--- config.mk ---
export PLATFORM = sky130hd
export DESIGN_NAME = encoder_emulator_flat
export DESIGN_NICKNAME = d
export VERILOG_FILES = /design/src/rtl/encoder_emulator_if.sv /design/src/rtl/encoder_emulator.sv /design/src/flat_wrapper.sv
export SDC_FILE = /design/constraint.sdc
export NUM_CORES = 1
export LEC_CHECK = 0
export ABC_AREA = 1
export CAP_MARGIN = 20
export CORE_ASPECT_RATIO = 1.2
export CORE_MARGIN = 1.5
export CORE_UTILIZATION = 50
export CTS_CLUSTER_DIAMETER = 80
export DETAILED_ROUTE_END_ITERATION = 10
export PLACE_DENSITY = 0.74
export SYNTH_ARGS = -nofsm -noshare
export SYNTH_HDL_FRONTEND = slang
export SYNTH_SLANG_ARGS = --single-unit
--- constraint.sdc ---
create_clock -name clk -period 3.6 [get_ports clk]
set_input_delay 0.36 -clock clk [delete_from_list [all_inputs] [get_ports clk]]
set_output_delay 0.36 -clock clk [all_outputs]
set_load 0.02 [all_outputs]
--- src/rtl/encoder_emulator_if.sv ---
// Command/status bundle between the encoder emulator and its C-side register block.
// master drives the run-time configuration; slave is the emulator itself.
interface encoder_emulator_if;
  logic        enable;
  logic        dir;
  logic [31:0] step_period;
  logic [31:0] pulses_per_rev;
  logic        trigger;
  logic        A;
  logic        B;
  logic        Z;
  logic [31:0] steps;
  logic [31:0] position;
  logic [31:0] steps_synced;
  logic [31:0] position_synced;
  logic        done;

  modport master (
    output enable, dir, step_period, pulses_per_rev, trigger,
    input  A, B, Z, steps, position, steps_synced, position_synced, done
  );

  modport slave (
    input  enable, dir, step_period, pulses_per_rev, trigger,
    output A, B, Z, steps, position, steps_synced, position_synced, done
  );
endinterface

--- src/rtl/encoder_emulator.sv ---
// Quadrature encoder emulator: produces A/B/Z at a commanded step rate and direction,
// tracks signed step count and single-revolution position, and snapshots both on trigger.
module encoder_emulator (
  input  logic                clk,
  input  logic                rst_n,
  encoder_emulator_if.slave   bus
);
  localparam int DATA_W = 32;

  typedef enum logic [1:0] {
    S00 = 2'b00,
    S01 = 2'b01,
    S10 = 2'b10,
    S11 = 2'b11
  } quad_t;

  quad_t                    state_q;
  quad_t                    state_d;
  logic [1:0]               ab;
  logic [DATA_W-1:0]        cnt;
  logic [DATA_W-1:0]        period_act;
  logic [DATA_W-1:0]        max_pos;
  logic [DATA_W-1:0]        position;
  logic [DATA_W-1:0]        pos_next;
  logic signed [DATA_W-1:0] steps;
  logic signed [DATA_W-1:0] steps_next;
  logic [DATA_W-1:0]        steps_synced;
  logic [DATA_W-1:0]        position_synced;
  logic                     z;
  logic                     done;
  logic                     step_evt;

  // Forward wrap also catches a position left above the limit after pulses_per_rev shrinks.
  function automatic logic [DATA_W-1:0] pos_up(input logic [DATA_W-1:0] pos,
                                               input logic [DATA_W-1:0] lim);
    return (pos >= lim) ? '0 : pos + DATA_W'(1);
  endfunction

  function automatic logic [DATA_W-1:0] pos_down(input logic [DATA_W-1:0] pos,
                                                 input logic [DATA_W-1:0] lim);
    return ((pos == '0) || (pos > lim)) ? lim : pos - DATA_W'(1);
  endfunction

  // pulses_per_rev of 0 means a full 2^32 revolution, so the modulo wrap is intended.
  assign max_pos  = bus.pulses_per_rev - DATA_W'(1);
  assign step_evt = bus.enable && (period_act != '0) && (cnt == period_act - DATA_W'(1));

  // Prescaler: period_act only re-latches while idle or on a step, so edits apply next period
  always_ff @(posedge clk or negedge rst_n) begin
    if (!rst_n) begin
      cnt        <= '0;
      period_act <= '0;
    end else if (!bus.enable) begin
      cnt        <= '0;
      period_act <= bus.step_period;
    end else if (step_evt) begin
      cnt        <= '0;
      period_act <= bus.step_period;
    end else if (period_act == '0) begin
      cnt        <= '0;
    end else begin
      cnt        <= cnt + DATA_W'(1);
    end
  end

  // Quadrature state machine
  always_ff @(posedge clk or negedge rst_n) begin
    if (!rst_n) state_q <= S00;
    else        state_q <= state_d;
  end

  always_comb begin
    state_d = state_q;
    if (step_evt) begin
      if (bus.dir) begin
        case (state_q)
          S00:     state_d = S10;
          S10:     state_d = S11;
          S11:     state_d = S01;
          default: state_d = S00;
        endcase
      end else begin
        case (state_q)
          S00:     state_d = S01;
          S01:     state_d = S11;
          S11:     state_d = S10;
          default: state_d = S00;
        endcase
      end
    end
  end

  assign ab = state_q;

  always_comb begin
    pos_next   = position;
    steps_next = steps;
    if (step_evt) begin
      if (bus.dir) begin
        pos_next   = pos_up(position, max_pos);
        steps_next = steps + 32'sd1;
      end else begin
        pos_next   = pos_down(position, max_pos);
        steps_next = steps - 32'sd1;
      end
    end
  end

  // Counters and index: Z follows the post-edge position so it changes with A/B
  always_ff @(posedge clk or negedge rst_n) begin
    if (!rst_n) begin
      position <= '0;
      steps    <= '0;
      z        <= 1'b0;
    end else begin
      position <= pos_next;
      steps    <= steps_next;
      z        <= (pos_next == '0);
    end
  end

  // Snapshot: captures register values from before any same-edge step
  always_ff @(posedge clk or negedge rst_n) begin
    if (!rst_n) begin
      steps_synced    <= '0;
      position_synced <= '0;
      done            <= 1'b0;
    end else begin
      done <= bus.trigger;
      if (bus.trigger) begin
        steps_synced    <= steps;
        position_synced <= position;
      end
    end
  end

  assign bus.A               = ab[1];
  assign bus.B               = ab[0];
  assign bus.Z               = z;
  assign bus.steps           = steps;
  assign bus.position        = position;
  assign bus.steps_synced    = steps_synced;
  assign bus.position_synced = position_synced;
  assign bus.done            = done;
endmodule

--- src/flat_wrapper.sv ---
// flat-port wrapper written by rule: the top's interface ports become plain ports
module encoder_emulator_flat 
  (clk, rst_n, bus_enable, bus_dir, bus_step_period, bus_pulses_per_rev, bus_trigger, bus_A, bus_B, bus_Z, bus_steps, bus_position, bus_steps_synced, bus_position_synced, bus_done);
  encoder_emulator_if bus_i ();
  input  logic clk;
  input  logic rst_n;
  input wire logic [$bits(bus_i.enable)-1:0] bus_enable;
  input wire logic [$bits(bus_i.dir)-1:0] bus_dir;
  input wire logic [$bits(bus_i.step_period)-1:0] bus_step_period;
  input wire logic [$bits(bus_i.pulses_per_rev)-1:0] bus_pulses_per_rev;
  input wire logic [$bits(bus_i.trigger)-1:0] bus_trigger;
  output wire logic [$bits(bus_i.A)-1:0] bus_A;
  output wire logic [$bits(bus_i.B)-1:0] bus_B;
  output wire logic [$bits(bus_i.Z)-1:0] bus_Z;
  output wire logic [$bits(bus_i.steps)-1:0] bus_steps;
  output wire logic [$bits(bus_i.position)-1:0] bus_position;
  output wire logic [$bits(bus_i.steps_synced)-1:0] bus_steps_synced;
  output wire logic [$bits(bus_i.position_synced)-1:0] bus_position_synced;
  output wire logic [$bits(bus_i.done)-1:0] bus_done;
  assign bus_i.enable = bus_enable;
  assign bus_i.dir = bus_dir;
  assign bus_i.step_period = bus_step_period;
  assign bus_i.pulses_per_rev = bus_pulses_per_rev;
  assign bus_i.trigger = bus_trigger;
  assign bus_A = bus_i.A;
  assign bus_B = bus_i.B;
  assign bus_Z = bus_i.Z;
  assign bus_steps = bus_i.steps;
  assign bus_position = bus_i.position;
  assign bus_steps_synced = bus_i.steps_synced;
  assign bus_position_synced = bus_i.position_synced;
  assign bus_done = bus_i.done;
  encoder_emulator u_core (.clk(clk), .rst_n(rst_n), .bus(bus_i));
endmodule
# After elaboration in Yosys (flattened, before gate mapping)
# Index checks and enable logic that the tools add are counted.
# W data, S select, Z words.
# word_totals
regBits	196
inputBits	69
output_inout_bits	132
wordCells	44
# classes
n_addsub	7
n_lt_le_gt_ge	2
eq_ne	5
n_mux	13
n_reduce_logical	8
# ops
cell	count
$mux W32	10
$logic_not A32 Y1	3
$sub A32 B1 Y32 const B	3
$add A32 B1 Y32 const B	2
$add A32 B2 Y32 const B	1
$eq A32 B32 Y1	1
$ge A32 B32 Y1	1
$gt A32 B32 Y1	1
$reduce_bool A32 Y1	1
$sub A32 B2 Y32 const B	1
$pmux W2 S3	2
$eq A2 B2 Y1 const B	2
$eq A2 B1 Y1 const B	1
$logic_and A1 B1 Y1	2
$logic_not A2 Y1	1
$mux W2	1
$ne A2 B1 Y1 const B	1
$logic_or A1 B1 Y1	1

# Logic depth before layout (Yosys ltp)
# logic_depth
ltp_word	7
ltp_mapped	29
depth_no_buf	29

# Least setup slack after synthesis
# Ideal clock, no wire load.
# synth_timing
kind	input port to flip-flop
startpoint	input port bus_dir
endpoint	register u_core.steps[21] (netlist: u_core.bus.steps[21])
setup_time_ns	0.133
arrival_ns	3.598
required_ns	3.467
path_slack_ns	-0.131
path_stages	18
n_path_buf	2
cell_sequence	clkbuf_1 -> clkinv_1 -> clkbuf_1 -> ha_1 -> a21oi_1 -> o21ai_0 -> nand3_1 -> nand2_1 -> nand3_1 -> nand2_1 -> a21oi_1 -> inv_1 -> nand2_1 -> nand2_1 -> a21oi_1 -> o21ai_0 -> xnor2_1 -> o21ai_0
# synth_via
elab_chain_cells	1
# synth_rtl
item	line_no	source
from (decl)	flat_wrapper.sv:8	input wire logic [$bits(bus_i.dir)-1:0] bus_dir;
$mux W32	encoder_emulator.sv:99	if (bus.dir) begin
to (signal assigned)	encoder_emulator.sv:117	steps <= steps_next;
to (decl)	encoder_emulator.sv:25	logic signed [DATA_W-1:0] steps;
# No other way between the ends.
# A chain may end at the register's enable or synchronous reset.

# Worst setup path after layout
# layout_timing
startpoint	input port bus_pulses_per_rev[1]
endpoint	register u_core.z (netlist: u_core.bus.Z)
# layout_via
elab_chain_cells	7
word_cells_on_any_way	9
cone_classes	add/sub (1); order compare (2); mux (4); reduce/logical (2)
# layout_rtl
item	line_no	source
from (decl)	flat_wrapper.sv:10	input wire logic [$bits(bus_i.pulses_per_rev)-1:0] bus_pulses_per_rev;
$sub A32 B1 Y32 (*)	encoder_emulator.sv:45	assign max_pos = bus.pulses_per_rev - DATA_W'(1);
$gt A32 B32 Y1	encoder_emulator.sv:41	return ((pos == '0) || (pos > lim)) ? lim : pos - DATA_W'(1);
$logic_or A1 B1 Y1	encoder_emulator.sv:41	
$mux W32	encoder_emulator.sv:41	
$mux W32 (*)	encoder_emulator.sv:99	
$mux W32 (*)	encoder_emulator.sv:98	if (step_evt) begin
net u_core.pos_next[19]	encoder_emulator.sv:24	logic [DATA_W-1:0] pos_next;
$logic_not A32 Y1 (*)	encoder_emulator.sv:118	z <= (pos_next == '0);
to (signal assigned)	encoder_emulator.sv:118	
to (decl)	encoder_emulator.sv:29	logic z;
# Mark *: on every way through the listed nets, which the timed path passes. The rest lies on a longest branch.

==> results.py <==
metrics = {
    "drt": {
        "drtIter0Drc": 1184,
        "postRouteAntennaNets": 0,
        "totalWireLength_um": 49100,
        "wl_per_cell_um": 17.9,
        "met3_wirelength_um": 3120,
        "vias_per_cell": 5.51,
        "wl_met2_um": 23500,
        "dr_total_vias": 15200,
        "drc": 0,
        "top_layer": "met5",
        "met1Wirelength_um": 21100,
        "dr.pass1.iters": 6,
    },
    "global_route": {
        "overflow": 0,
        "grt_antenna_before_repair": 2,
        "track_usage_pct": 32.4,
        "first_global_vias": 14700,
        "grt_pass1_wl_um": 76000,
        "grt_max_degree": 93,
    },
    "sta": {
        "max_freq_ghz": 0.277,
        "hold_viol": 0,
        "max_slew_margin_pct": 35.4,
        "tightestPinTransition_ns": 0.969,
        "rsz0062_at_grt": "true",
        "final-setup-viol-count": 1,
        "period_minus_slack_ns": 3.61,
        "fin_skew_ns": 0.0158,
        "timing.final.ws_setup_ns": -0.00558,
        "timing.hold.ws_ns": 0.473,
        "fin_crit_sh_pct": 100,
        "slew_viol_final": 0,
    },
    "layout": {
        "area_delta_synth_final_pct": 34.4,
        "drive_gt1_share_pct": 17.3,
        "final_area_um2": 19400,
        "layout.cells.non_filler": 2752,
        "fin_nets": 2498,
        "final_util_pct": 68.8,
        "fillers": 2378,
    },
    "setup_path": {
        "crit_fanout": 4,
        "r2r_slack_ns": 0.09,
        "crit_path_end_kind": "flip-flop",
        "critPathLaunch": "bus_pulses_per_rev[1]",
        "path_class": "in -> reg",
        "start_kind": "input port",
        "critPathArrivalTime_ns": 3.98,
        "regToRegStartpoint": "u_core.bus.position[0]",
        "critPathRequiredTime_ns": 3.98,
    },
    "min_path": {
        "min_from": "bus_step_period[24]",
        "hold_class": "in -> reg",
    },
    "floorplanning": {
        "start_util_pct": 51.2,
        "die_h_um": 189,
        "placementRows": 67,
        "core_um2": 28200,
        "die-area_um2": 29900,
        "pin_count": 201,
        "die_width_um": 158,
    },
    "logic_synthesis": {
        "yosysWarnings": 0,
        "syn_area_per_cell_um2": 7.19,
        "synth_seq_area_share_pct": 34.0,
        "synth_edf_count": 0,
        "synth_top_area_share_pct": 34.0,
        "ys_top_cells_by_count": "nand2_1 (488), nor2_1 (282), dfrtp_1 (196)",
        "synth_seq_cells": 196,
        "netlist_area_um2": 14400,
        "synth_cell_types": 51,
        "synthFlopType": "dfrtp_1",
        "yosysMostFrequentCell": "nand2_1",
        "syn_inst": 2004,
        "synth_nets": 2143,
        "yosys-top-cells-area": "dfrtp_1 (34%), nand2_1 (13%), nor2_1 (7.3%)",
        "yosys.area.top_type": "dfrtp_1",
        "synth-async-reset-ratio_pct": 100,
    },
    "run_status": {
        "status": "complete, but fails checks",
        "violations": "negative setup slack",
    },
    "pwr": {
        "leakage_nw": 9.30,
        "peakVddDrop_uv": 260,
        "power.density_nw_per_um2": 301,
    },
    "cts": {
        "clock_sinks": 196,
        "cts_tree": "done",
        "path_clk_slew_ns": 0.08,
        "cts_buffer_depth": 2,
        "cts-root-buf": "clkbuf_16",
        "clk_latency_ns": 0.46,
        "h-tree-depth": 4,
        "cts_made_buffers": 17,
    },
    "place": {
        "dp_hpwl_um": 36200,
        "io_buffers": 200,
        "post-place-ws_ns": -0.977,
        "place.gp.congestion": 0.980,
        "placement.cell_area_um2": 17900,
        "placed_cells": 2673,
    },
    "run": {
        "max-cap-violations": 0,
    },
}
[cells in the final DEF, fill, tap and decap left out, types with 67 or more instances in the layout]
cell type,instances
ha_1,67
buf_4,178
nand3_1,150
clkdlybuf4s50_1,173
a21oi_1,98
inv_1,182
xor2_1,82
nor2_1,248
nand2_1,469
o21ai_0,80
dfrtp_1,196
[layout make-up]
type	instances	area [um^2]	share of cell area, %
Timing Repair Buffer	398	3710	19.2
Tap cell	379	474	2.45
Sequential cell	196	4900	25.3
Antenna cell	1	2.50	0.0129
Clock inverter	14	196	1.01
Clock buffer	18	439	2.27
Inverter	190	716	3.69
Multi-Input combinational cell	1556	8920	46.1
[registers in the layout, indices dropped and copies added (netlist names)]
| signal | count |
|---|---|
| u_core.ab | 2 |
| u_core.period_act | 32 |
| u_core.bus.position | 32 |
| u_core.cnt | 32 |
| u_core.bus.steps | 32 |
| u_core.bus.steps_synced | 32 |
| u_core.bus.done | 1 |
| u_core.bus.Z | 1 |
| u_core.bus.position_synced | 32 |
[cells by family after synthesis]
| logic type | synth area share, % |
|---|---|
| simple gates | 32.3 |
| buf+inv | 6.86 |
| compound gates | 7.57 |
| flops | 34.0 |
| xor+xnor | 8.79 |
| fa+ha+maj | 6.13 |
| mux | 4.30 |
[metal layers]
layer / up-vias / global-route usage (%)
met4: 2 / 10.7
met1: 7230 / 42.5
met2: 572 / 54.4
met5: - / 0
met3: 109 / 4.83
li1: 7258 / -
[per-stage QoR]
stage	power, mW	TNS [ns]
after floorplan	3.07	0
after global placement	3.62	-11.52
after detailed placement	3.64	-14.25
after CTS	5.80	0
after global routing	6.07	-0.243
final	5.83	-0.00558
[repair_timing]
item                                    CTS  global route
gates cloned                              2             2
hold endpoints to repair                 10             0
resized for setup                        56           116
endpoints found under the setup margin   12            33
hold buffers                              1             0
pin swaps                                47            78
buffers inserted                         20            22
[worst paths after layout]
path / to / cells past startpoint
worst max register to register: u_core.bus.Z / 28
max in group asynchronous: u_core.bus.steps[10] / 3
worst min register to register: u_core.bus.position_synced[11] / 1
min in group asynchronous: u_core.period_act[12] / 2
worst max-delay path: u_core.bus.Z / 28
worst min-delay path: u_core.period_act[24] / 3
[worst max-delay path: stages]
cell and delay, ns:
buf_8 0.10, nor2_4 0.11, nand4_1 0.14, nor3_2 0.13, buf_4 0.14, nand4_1 0.14
buf_6 0.18, buf_6 0.11, nor2_4 0.09, xnor2_2 0.10, ha_1 0.32, nand2_2 0.07
nor3_2 0.19, and3_1 0.21, nand3b_1 0.19, nand2_4 0.16, buf_4 0.13, bufbuf_16 0.24
nand4_1 0.07, nand3_1 0.10, nand2_1 0.07, nand2_1 0.06, nand2_1 0.09, nor2_4 0.17
nand2_1 0.07, nor2_1 0.10, nand2_1 0.06, nor2_1 0.08
[report_power, final]
part           internal, mW  switching, mW  leakage (nW)
combinational         0.579          0.724          6.43
sequential             2.29          0.121          2.56
clock                  1.10           1.02         0.314
total                  3.97           1.86          9.30
(Power assumes the default switching activity.)
